File: config.mk
export PLATFORM = sky130hd
export DESIGN_NAME = life_frame_scheduler
export DESIGN_NICKNAME = d
export VERILOG_FILES = /design/src/rtl/life_frame_scheduler_pkg.sv /design/src/rtl/life_frame_scheduler_grid_port_mux.sv /design/src/rtl/life_frame_scheduler.sv
export SDC_FILE = /design/constraint.sdc
export NUM_CORES = 1
export LEC_CHECK = 0
export ABC_CLOCK_PERIOD_IN_PS = 2800
export CAP_MARGIN = 15
export CORE_ASPECT_RATIO = 0.7
export CORE_MARGIN = 3
export CORE_UTILIZATION = 46
export DETAILED_ROUTE_END_ITERATION = 10
export PLACE_DENSITY = 0.85
export SETUP_SLACK_MARGIN = 0.2
export SLEW_MARGIN = 0
export SYNTH_ARGS = -nofsm -noshare
export SYNTH_HDL_FRONTEND = slang
export SYNTH_SLANG_ARGS = --single-unit
export TNS_END_PERCENT = 50
File: constraint.sdc
create_clock -name clk -period 2.8 [get_ports clk]
set_input_delay 0.28 -clock clk [delete_from_list [all_inputs] [get_ports clk]]
set_output_delay 0.28 -clock clk [all_outputs]
set_load 0.005 [all_outputs]
File: src/rtl/life_frame_scheduler_pkg.sv
// Shared types and defaults for the Game-of-Life frame scheduler.
// Holds the FSM state encoding and the default grid geometry.
package life_sched_pkg;

  localparam int ADDR_W_DEF = 6;
  localparam int DATA_W_DEF = 1;
  localparam int GEN_W      = 16;

  typedef enum logic [1:0] {
    IDLE    = 2'd0,
    COMPUTE = 2'd1,
    READY   = 2'd2
  } sched_state_e;

endpackage

File: src/rtl/life_frame_scheduler_grid_port_mux.sv
// Single-port grid RAM arbiter: display has priority, engine only inside its compute window.
// Reads come from the front bank, engine writes land in the back bank.
module grid_port_mux
  import life_sched_pkg::*;
#(
  parameter int ADDR_W = ADDR_W_DEF,
  parameter int DATA_W = DATA_W_DEF
) (
  input  logic              clk,
  input  logic              reset_n,
  input  logic              eng_window,
  input  logic              front_bank,
  input  logic              disp_req,
  input  logic [ADDR_W-1:0] disp_addr,
  output logic [DATA_W-1:0] disp_rdata,
  output logic              disp_rvalid,
  input  logic              eng_req,
  input  logic              eng_we,
  input  logic [ADDR_W-1:0] eng_addr,
  input  logic [DATA_W-1:0] eng_wdata,
  output logic              eng_gnt,
  output logic [DATA_W-1:0] eng_rdata,
  output logic              eng_rvalid,
  output logic              mem_en,
  output logic              mem_we,
  output logic [ADDR_W:0]   mem_addr,
  output logic [DATA_W-1:0] mem_wdata,
  input  logic [DATA_W-1:0] mem_rdata
);

  logic disp_gnt;
  logic disp_rvalid_d, disp_rvalid_q;
  logic eng_rvalid_d, eng_rvalid_q;

  // Nothing reaches the RAM while reset is held, whatever state the FSM is leaving.
  always_comb begin
    disp_gnt  = 1'b0;
    eng_gnt   = 1'b0;
    mem_en    = 1'b0;
    mem_we    = 1'b0;
    mem_addr  = '0;
    mem_wdata = '0;
    if (reset_n) begin
      if (disp_req) begin
        disp_gnt = 1'b1;
        mem_en   = 1'b1;
        mem_addr = {front_bank, disp_addr};
      end else if (eng_req && eng_window) begin
        eng_gnt = 1'b1;
        mem_en  = 1'b1;
        if (eng_we) begin
          mem_we    = 1'b1;
          mem_addr  = {~front_bank, eng_addr};
          mem_wdata = eng_wdata;
        end else begin
          mem_addr = {front_bank, eng_addr};
        end
      end
    end
  end

  always_comb begin
    disp_rvalid_d = disp_gnt;
    eng_rvalid_d  = eng_gnt && !eng_we;
  end

  always_ff @(posedge clk) begin
    if (!reset_n) begin
      disp_rvalid_q <= 1'b0;
      eng_rvalid_q  <= 1'b0;
    end else begin
      disp_rvalid_q <= disp_rvalid_d;
      eng_rvalid_q  <= eng_rvalid_d;
    end
  end

  assign disp_rvalid = disp_rvalid_q;
  assign eng_rvalid  = eng_rvalid_q;
  assign disp_rdata  = mem_rdata;
  assign eng_rdata   = mem_rdata;

endmodule

File: src/rtl/life_frame_scheduler.sv
// Paces Game-of-Life generations to the VGA frame and swaps the double-buffered
// grid banks only at a frame boundary so the display never tears.
module life_frame_scheduler
  import life_sched_pkg::*;
#(
  parameter int ADDR_W  = ADDR_W_DEF,
  parameter int DATA_W  = DATA_W_DEF,
  parameter int GEN_DIV = 30
) (
  input  logic              clk,
  input  logic              reset_n,
  input  logic              frame_start,
  input  logic              run,
  input  logic              step,
  input  logic              disp_req,
  input  logic [ADDR_W-1:0] disp_addr,
  output logic [DATA_W-1:0] disp_rdata,
  output logic              disp_rvalid,
  input  logic              eng_req,
  input  logic              eng_we,
  input  logic [ADDR_W-1:0] eng_addr,
  input  logic [DATA_W-1:0] eng_wdata,
  output logic              eng_gnt,
  output logic [DATA_W-1:0] eng_rdata,
  output logic              eng_rvalid,
  output logic              gen_start,
  input  logic              gen_done,
  output logic              mem_en,
  output logic              mem_we,
  output logic [ADDR_W:0]   mem_addr,
  output logic [DATA_W-1:0] mem_wdata,
  input  logic [DATA_W-1:0] mem_rdata,
  output logic              front_bank,
  output logic [15:0]       generation,
  output logic              overrun
);

  localparam int DIV_W = (GEN_DIV > 1) ? $clog2(GEN_DIV) : 1;
  localparam logic [DIV_W-1:0] DIV_LAST = DIV_W'(GEN_DIV - 1);

  sched_state_e     state_d, state_q;
  logic [DIV_W-1:0] div_cnt_d, div_cnt_q;
  logic             step_pend_d, step_pend_q;
  logic             front_bank_d, front_bank_q;
  logic [GEN_W-1:0] generation_d, generation_q;
  logic             overrun_d, overrun_q;
  logic             gen_start_d, gen_start_q;
  logic             div_hit;
  logic             due;

  assign div_hit = run && (div_cnt_q == DIV_LAST);
  assign due     = frame_start && (div_hit || step_pend_q);

  // A due trigger while computing is dropped and flagged; READY's frame only swaps.
  always_comb begin
    state_d      = state_q;
    div_cnt_d    = div_cnt_q;
    step_pend_d  = step_pend_q;
    front_bank_d = front_bank_q;
    generation_d = generation_q;
    overrun_d    = overrun_q;
    gen_start_d  = 1'b0;

    if (frame_start && run) begin
      div_cnt_d = div_hit ? '0 : div_cnt_q + DIV_W'(1);
    end
    if (step && !run) begin
      step_pend_d = 1'b1;
    end

    case (state_q)
      IDLE: begin
        if (due) begin
          state_d     = COMPUTE;
          gen_start_d = 1'b1;
          step_pend_d = 1'b0;
        end
      end
      COMPUTE: begin
        if (gen_done) begin
          state_d = READY;
        end else if (due) begin
          overrun_d = 1'b1;
        end
      end
      READY: begin
        if (frame_start) begin
          state_d      = IDLE;
          front_bank_d = ~front_bank_q;
          generation_d = generation_q + GEN_W'(1);
        end
      end
      default: state_d = IDLE;
    endcase
  end

  always_ff @(posedge clk) begin
    if (!reset_n) begin
      state_q      <= IDLE;
      div_cnt_q    <= '0;
      step_pend_q  <= 1'b0;
      front_bank_q <= 1'b0;
      generation_q <= '0;
      overrun_q    <= 1'b0;
      gen_start_q  <= 1'b0;
    end else begin
      state_q      <= state_d;
      div_cnt_q    <= div_cnt_d;
      step_pend_q  <= step_pend_d;
      front_bank_q <= front_bank_d;
      generation_q <= generation_d;
      overrun_q    <= overrun_d;
      gen_start_q  <= gen_start_d;
    end
  end

  assign front_bank = front_bank_q;
  assign generation = generation_q;
  assign overrun    = overrun_q;
  assign gen_start  = gen_start_q;

  grid_port_mux #(
    .ADDR_W(ADDR_W),
    .DATA_W(DATA_W)
  ) u_port_mux (
    .clk        (clk),
    .reset_n    (reset_n),
    .eng_window (state_q == COMPUTE),
    .front_bank (front_bank_q),
    .disp_req   (disp_req),
    .disp_addr  (disp_addr),
    .disp_rdata (disp_rdata),
    .disp_rvalid(disp_rvalid),
    .eng_req    (eng_req),
    .eng_we     (eng_we),
    .eng_addr   (eng_addr),
    .eng_wdata  (eng_wdata),
    .eng_gnt    (eng_gnt),
    .eng_rdata  (eng_rdata),
    .eng_rvalid (eng_rvalid),
    .mem_en     (mem_en),
    .mem_we     (mem_we),
    .mem_addr   (mem_addr),
    .mem_wdata  (mem_wdata),
    .mem_rdata  (mem_rdata)
  );

endmodule

==> impl_metrics.env <==
export IMPL_p_clk_share_pct=47.2
export IMPL_crit_path_start_kind="flop"
export IMPL_status="completed"
export IMPL_cts_hold_buf=0
export IMPL_gr_total_overflow=0
export IMPL_syn_avg_cell_area_um2=8.650
export IMPL_combPwrFrac_pct=8.7
export IMPL_n_fill_cell=204
export IMPL_drive_above_1_share_pct=7.763
export IMPL_setup_total_negative_slack_ns=0
export IMPL_report_final_hold_viol_count=0
export IMPL_clockBufferDepth=2
export IMPL_syn_num_nets=188
export IMPL_grt_pass1_wl_mm=6.292
export IMPL_post_route_min_period_ns=2.415
export IMPL_maxCapViolCount=0
export IMPL_dpl_hpwl_mm=2.790
export IMPL_clock_sinks=29
export IMPL_synth_top_area_cell="dfxtp_1"
export IMPL_die_h_um=52.18
export IMPL_cts_tree="yes"
export IMPL_cp_cell_sequence="nor2b_2 -> nand2_1 -> nor3_4 -> and2_1 -> clkdlybuf4s50_1"
export IMPL_p_sw_uw=197.9
export IMPL_end_kind="output pin"
export IMPL_final_setup_worst_slack_ns=0.3854
export IMPL_grt_max_degree=22
export IMPL_h_tree_depth=2
export IMPL_cp_max_fo=10
export IMPL_relSlewSlack_pct=75.16
export IMPL_die_w_um=71.97
export IMPL_vias=1365
export IMPL_rr_startpoint="generation[5]$_SDFFE_PN0P_"
export IMPL_wl_per_cell_um=14.53
export IMPL_rsz0062_at_grt="false"
export IMPL_drt_iter0_markers=98
export IMPL_netlist_cell_type_count=36
export IMPL_clk_pin_slew_worst_paths_ns=0.07
export IMPL_viasPerCell=5.353
export IMPL_drt_first_pass_iters=4
export IMPL_slowest_delay_ns=0.51
export IMPL_antenna_left=0
export IMPL_portBuffers=53
export IMPL_drc=0
export IMPL_r2r_slack_ns=1.10
export IMPL_p_sw_share_pct=20.71
export IMPL_die_area_mm2=0.003755
export IMPL_io_pins=57
export IMPL_insertion_delay_ns=0.28
export IMPL_hold_path_class="flop to flop"
export IMPL_synth_top_area_share_pct=41.43
export IMPL_leakagePower_nw=0.7513
export IMPL_power_internal_uw=757.9
export IMPL_yosys_warnings=0
export IMPL_synth_seq_cells=29
export IMPL_setup_viol=0
export IMPL_cp_required_ns=2.52
export IMPL_ys_top_cells_by_area="dfxtp_1, xnor2_1, nor2_1, a22o_1, nand2_1"
export IMPL_arrival_ns=2.13
export IMPL_reg2reg_depth=4
export IMPL_tightest_slew_ns=0.3713
export IMPL_grt_usage_pct=22.25
export IMPL_timing_fmax_ghz=0.4141
export IMPL_initial_utilization_pct=49.30
export IMPL_first_global_vias=1404
export IMPL_drt_total_wl_mm=3.705
export IMPL_syn_area_mm2=0.001401
export IMPL_cellPowerDensity_mw_per_mm2=458.2
export IMPL_hp_start="overrun$_SDFFE_PN0P_"
export IMPL_antenna_found_initial=0
export IMPL_reg2reg_to="generation[14]$_SDFFE_PN0P_"
export IMPL_min_delay_path_depth=2
export IMPL_critPathTopFamily="simple AND/OR/NAND/NOR gates"
export IMPL_fin_skew_ns=0.007091
export IMPL_core_area_mm2=0.002843
export IMPL_slew_viol_final=0
export IMPL_syn_inst=162
export IMPL_place_gp_congestion=0.7772
export IMPL_worstSetupPathType="flop to output pin"
export IMPL_num_rows=16
export IMPL_cp_slowest_cell="clkdlybuf4s50_1"
export IMPL_timing_final_crit_share_pct=86.24
export IMPL_critical_path_buf_inv_count=1
export IMPL_syn_to_final_growth_pct=48.84
export IMPL_ys_seq_area_share_pct=41.43
export IMPL_p_seq_share_pct=44.2
export IMPL_min_to="overrun$_SDFFE_PN0P_"
export IMPL_cts_root_buf="clkbuf_8"
export IMPL_vdd_drop_max_mv=0.3581
export IMPL_dp_slack_ns=0.4287
export IMPL_n_antenna_cell=0
export IMPL_layout_nets=244
export IMPL_cts_buffers=5
synth_stat cells (all sizes together):
library cell  number
o31ai              1
or3                6
nand2             11
nor2              22
nand4              1
nand3              8
nor2b              5
and3               1
clkbuf             3
nand3b             1
o31a               1
or4                1
xor2               4
a22o               6
a21oi              8
nor3b              1
o221a              1
nor3               7
nand4b             1
o2111ai            1
a21o               1
nor4               4
ha                 3
xnor2             10
nand2b             3
o21ai              4
o21a               1
buf                3
dfxtp             29
inv                8
mux2i              3
and2               3
logic make-up (layout without fill, tap and decap cells):
kind of cell	Yosys count	count (layout)	share of synthesized area, %
AND/OR/NAND/NOR	75	75	28.93
adder cells (fa/ha/maj)	3	3	2.679
flip-flops	29	29	41.43
AO/OA/AOI/OAI	24	24	11.70
buffers and inverters	14	71	4.374
XOR/XNOR	14	14	8.749
multiplexers	3	3	2.143
cell usage in the layout, fill, tap and decap left out:
cell	n
clkbuf_1	1
nor4_1	4
and2_1	3
nand3b_2	1
ha_1	3
a21o_1	1
or3_4	1
o21a_1	1
clkbuf_8	6
bufinv_16	1
nor3b_1	1
nor2b_1	4
nor2_1	22
o31a_1	1
nor3_4	1
a22o_1	6
clkdlybuf4s50_1	53
o21ai_0	4
nand2b_1	3
mux2i_1	3
xor2_1	4
nand2_1	11
o31ai_1	1
nand4_2	1
and3_1	1
nand3_1	7
or4_1	1
dfxtp_1	29
nor2b_2	1
inv_1	8
or3_1	5
nand3_2	1
a21oi_1	8
o2111ai_1	1
nor3_1	6
buf_4	2
xnor2_1	10
nand4b_2	1
o221a_2	1
repair_timing:
action | CTS | global route
setup buffers | 0 | 0
setup endpoints to repair | 0 | 9
gates resized for setup | 0 | 2
area by class of cell:
type                       instances  area [µm²]  share of cell area (%)
multi-input combinational        119       768.2                   36.83
timing repair buffer              55       545.5                   26.15
inverter                           8       30.03                   1.440
clock inverter                     1       30.03                   1.440
clock buffer                       7       86.33                   4.139
sequential                        29       580.6                   27.83
tap                               36       45.04                   2.160
stage by stage:
stage / utilization, % / area, µm² / hold WS (ns) / power, mW / cells
after CTS: 73.06 / 2077 / 0.4574 / 0.9553 / 255
after global placement: 68.97 / 1961 / 0.4359 / 0.5090 / 247
after global routing: 73.37 / 2086 / 0.4873 / 0.9886 / 255
after detailed placement: 68.97 / 1961 / 0.4471 / 0.5126 / 247
final: 73.37 / 2086 / 0.4551 / 0.9558 / 255
after floorplan: - / 1401 / 0.3516 / 0.4608 / 162
tightest hold or removal path, cell delays in order (launching register included):
cell     delay [ns]
dfxtp_1        0.31
inv_1          0.05
a21oi_1        0.05
sequential cells by signal (all words and copies together) (netlist names):
name	count
generation	16
overrun	1
div_cnt_q	5
u_port_mux.eng_rvalid	1
state_q	2
u_port_mux.disp_rvalid	1
front_bank	1
step_pend_q	1
gen_start	1
power by group through the flow:
stage	Sequential (mW)	Clock, mW	Combinational (mW)
3_3_place_gp	0.430	0	0.0786
3_5_place_dp	0.431	0	0.0815
6_report	0.422	0.451	0.0829
2_1_floorplan	0.430	0	0.0306
5_1_grt	0.422	0.476	0.0901
4_1_cts	0.422	0.451	0.0823
worst max path at each step:
stage                                    start                           to  depth (start not counted)
finish                 state_q[0]$_SDFFE_PN0P_                       mem_we                          5
detailed placement                     reset_n                  mem_addr[0]                          5
floorplan           generation[5]$_SDFFE_PN0P_  generation[14]$_SDFFE_PN0P_                          4
global route           state_q[0]$_SDFFE_PN0P_                    mem_wdata                          5
global placement                       reset_n                    mem_wdata                          5
CTS                    state_q[0]$_SDFFE_PN0P_                       mem_we                          5
per-layer routing:
layer / wire, µm / vias to the layer above / global-route usage [%]
met2: 1773 / 49 / 39.18
met1: 1598 / 641 / 25.12
li1: - / 671 / -
met3: 290 / 4 / 8.429
met5: 0 / - / 0
met4: 43 / 0 / 6.875
Power figures use the tool's default switching activity.
==> RTL edit: new RTL, same settings <==
The 3 states of `sched_state_e` get a one-hot encoding in 3 bits.
--- a/src/rtl/life_frame_scheduler_pkg.sv
+++ b/src/rtl/life_frame_scheduler_pkg.sv
@@ -8,6 +8,6 @@
 
-  typedef enum logic [1:0] {
-    IDLE    = 2'd0,
-    COMPUTE = 2'd1,
-    READY   = 2'd2
+  typedef enum logic [2:0] {
+    IDLE    = 3'b001,
+    COMPUTE = 3'b010,
+    READY   = 3'b100
   } sched_state_e;
Formal check against the unedited RTL: no difference found for any inputs over 10 cycles, from zero or initial values and one cycle with reset_n low; not proved beyond that.
==> RTL edit against the original RTL <==
Clock power is 21% lower. Synthesized cell count increased by 3.7%. Wire length rose by 1.4%. Design area rose by 1.1%. Worst setup slack improved by 0.037 ns. Power decreased by 8.7%. Synthesized area grew 5.4%. Sequential cell count up 1.
==> RTL edit: results (changes against the original RTL) <==
| Metric | Value |
|---|---|
| Status | completed (unchanged) |
| Htree depth | 2 (unchanged) |
| First-pass GRT wire length | 6380 um (was 6290 um) |
| CP arrival | 2.10 ns (was 2.13 ns) |
| Number of gates resized after cts | 0 (unchanged) |
| Leakage power | 0.776 nW (was 0.751 nW) |
| Ratio of cells with drive above 1 in the final layout | 6.28% (was 7.76%) |
| Initial antenna violation count | 0 (unchanged) |
| Main combinational cell family by area after synthesis | simple AND/OR/NAND/NOR gates (unchanged) |
| CTS max path bufs | 2 (unchanged) |
| Yosys warnings | 0 (unchanged) |
| Post-Synth Adder-Cell Area | 2.54% (was 2.68%) |
| Clock root cell | clkbuf_8 (unchanged) |
| Post-DR wirelength/cell | 14.5 um (about the same) |
| Area contributors post-synth | dfxtp_1 41%, nor2_1 5.3%, xnor2_1 5.3% (was dfxtp_1 41%, xnor2_1 6.3%, nor2_1 5.9%) |
| Worst-path fanout max | 9 (was 10) |
| Sequential fraction of the synthesis area | 40.7% (was 41.4%) |
| CTS clock-pin slew for the worst setup and hold paths | 0.06 ns |
| ANT cells | 0 (unchanged) |
| Worst-margin pin slew | 0.536 ns (was 0.371 ns) |
| Fillers | 221 (was 204) |
| Num CTS Buffers | 5 (unchanged) |
| Pin count of the biggest net entering global routing | 19 (was 22) |
| HPWL after DPL | 2880 um (was 2790 um) |
| Initial DRC count | 78 (was 98) |
| Max reg flops | 16 (unchanged) |
| Multiplexer share of the synthesized area | 2.03% (was 2.14%) |
| Asr flop ratio synth | 0% (unchanged) |
| Post-CTS Setup Bufs | 0 (unchanged) |
| Compound-gate portion of the synthesized area | 9.75% (was 11.7%) |
| Library cells used by synthesis | 40 (was 36) |
| Vias | 1435 (was 1365) |
| Min-Delay Path Class | reg2reg (unchanged) |
| Syn nets | 194 (was 188) |
| Final GP Congestion | 0.831 (was 0.777) |
| Crit Path Class | reg2out (unchanged) |
| Clock skew | 0.00202 ns (was 0.00709 ns) |
| Max IR drop VDD | 0.263 mV (was 0.358 mV) |
| Post-Synth XOR/XNOR Area | 8.90% (was 8.75%) |
| Skew-Pair Late Insertion Delay | 0.28 ns (about the same) |
| Commonest cells in the netlist | 30 x dfxtp_1, 21 x nor2_1, 13 x nand2_1, 9 x xnor2_1, 8 x nand3_1 (was 29 x dfxtp_1, 22 x nor2_1, 11 x nand2_1, 10 x xnor2_1) |
| I/O Buffers | 53 (unchanged) |
| Fin nets | 248 (was 244) |
| TritonRoute pass-1 iters | 4 (unchanged) |
| Area after DPL | 2020 sq um (was 1960 sq um) |
| GR Util All Layers | 21.3% (was 22.2%) |
-- RTL edit: cell type report --
cell class                 count  area (sq um)  share of cell area, %
multi-input combinational    125           811                   38.5
sequential                    30           601                   28.5
timing repair buffer          54           538                   25.5
clock buffer                   7          86.3                   4.09
tap                           36          45.0                   2.14
inverter                       6          22.5                   1.07
clock inverter                 1          5.00                  0.237
-- RTL edit: report_power, final --
part / switching [mW] / internal, mW / leakage, nW
Sequential: 0.00421 / 0.431 / 0.242
Combinational: 0.0311 / 0.0477 / 0.485
Clock: 0.160 / 0.198 / 0.0482
Total: 0.195 / 0.677 / 0.776
-- RTL edit: final timing paths --
path	cells after the start	start	slack, ns	end
worst max-delay path	4	state_q[1]	0.42	mem_wdata
worst min-delay path	2	overrun	0.48	overrun
worst max register to register	4	state_q[0]	1.02	generation[9]
worst min register to register	2	overrun	0.48	overrun
-- RTL edit: through the flow --
| step | worst slack (ns) | utilization, % | instances | power (mW) | hold WS, ns |
|---|---|---|---|---|---|
| 4_1_cts | 0.412 | 72.1 | 259 | 0.877 | 0.481 |
| 3_5_place_dp | 0.467 | 69.0 | 251 | 0.523 | 0.457 |
| 6_report | 0.422 | 72.1 | 259 | 0.872 | 0.476 |
| 2_1_floorplan | 1.39 | - | 168 | 0.474 | 0.358 |
| 3_3_place_gp | 0.527 | 69.0 | 251 | 0.521 | 0.449 |
| 5_1_grt | 0.251 | 72.1 | 259 | 0.900 | 0.504 |
-- RTL edit: cells by family (layout without fill, tap and decap cells) --
logic type / count (synthesis) / after routing
DFF: 30 / 30
buffers and inverters: 13 / 68
and+or+nand+nor: 82 / 82
xor gates and xnor gates: 15 / 15
adders and majority gates: 3 / 3
muxes: 3 / 3
AOI/OAI and AO/OA: 22 / 22
-- RTL edit: layer usage --
metal	wire length, um	track usage [%]	share of wire [%]
met3	289	7.02	7.7
met1	1660	26.3	44
met2	1730	34.1	46
met5	0	0	0
met4	76	8.43	2.0
-- RTL edit: worst max-delay path: stages (launching register included) --
cell and delay, ns:
dfxtp_1 0.46, nand3b_1 0.18, nor3_2 0.46, and3_1 0.23
clkdlybuf4s50_1 0.50
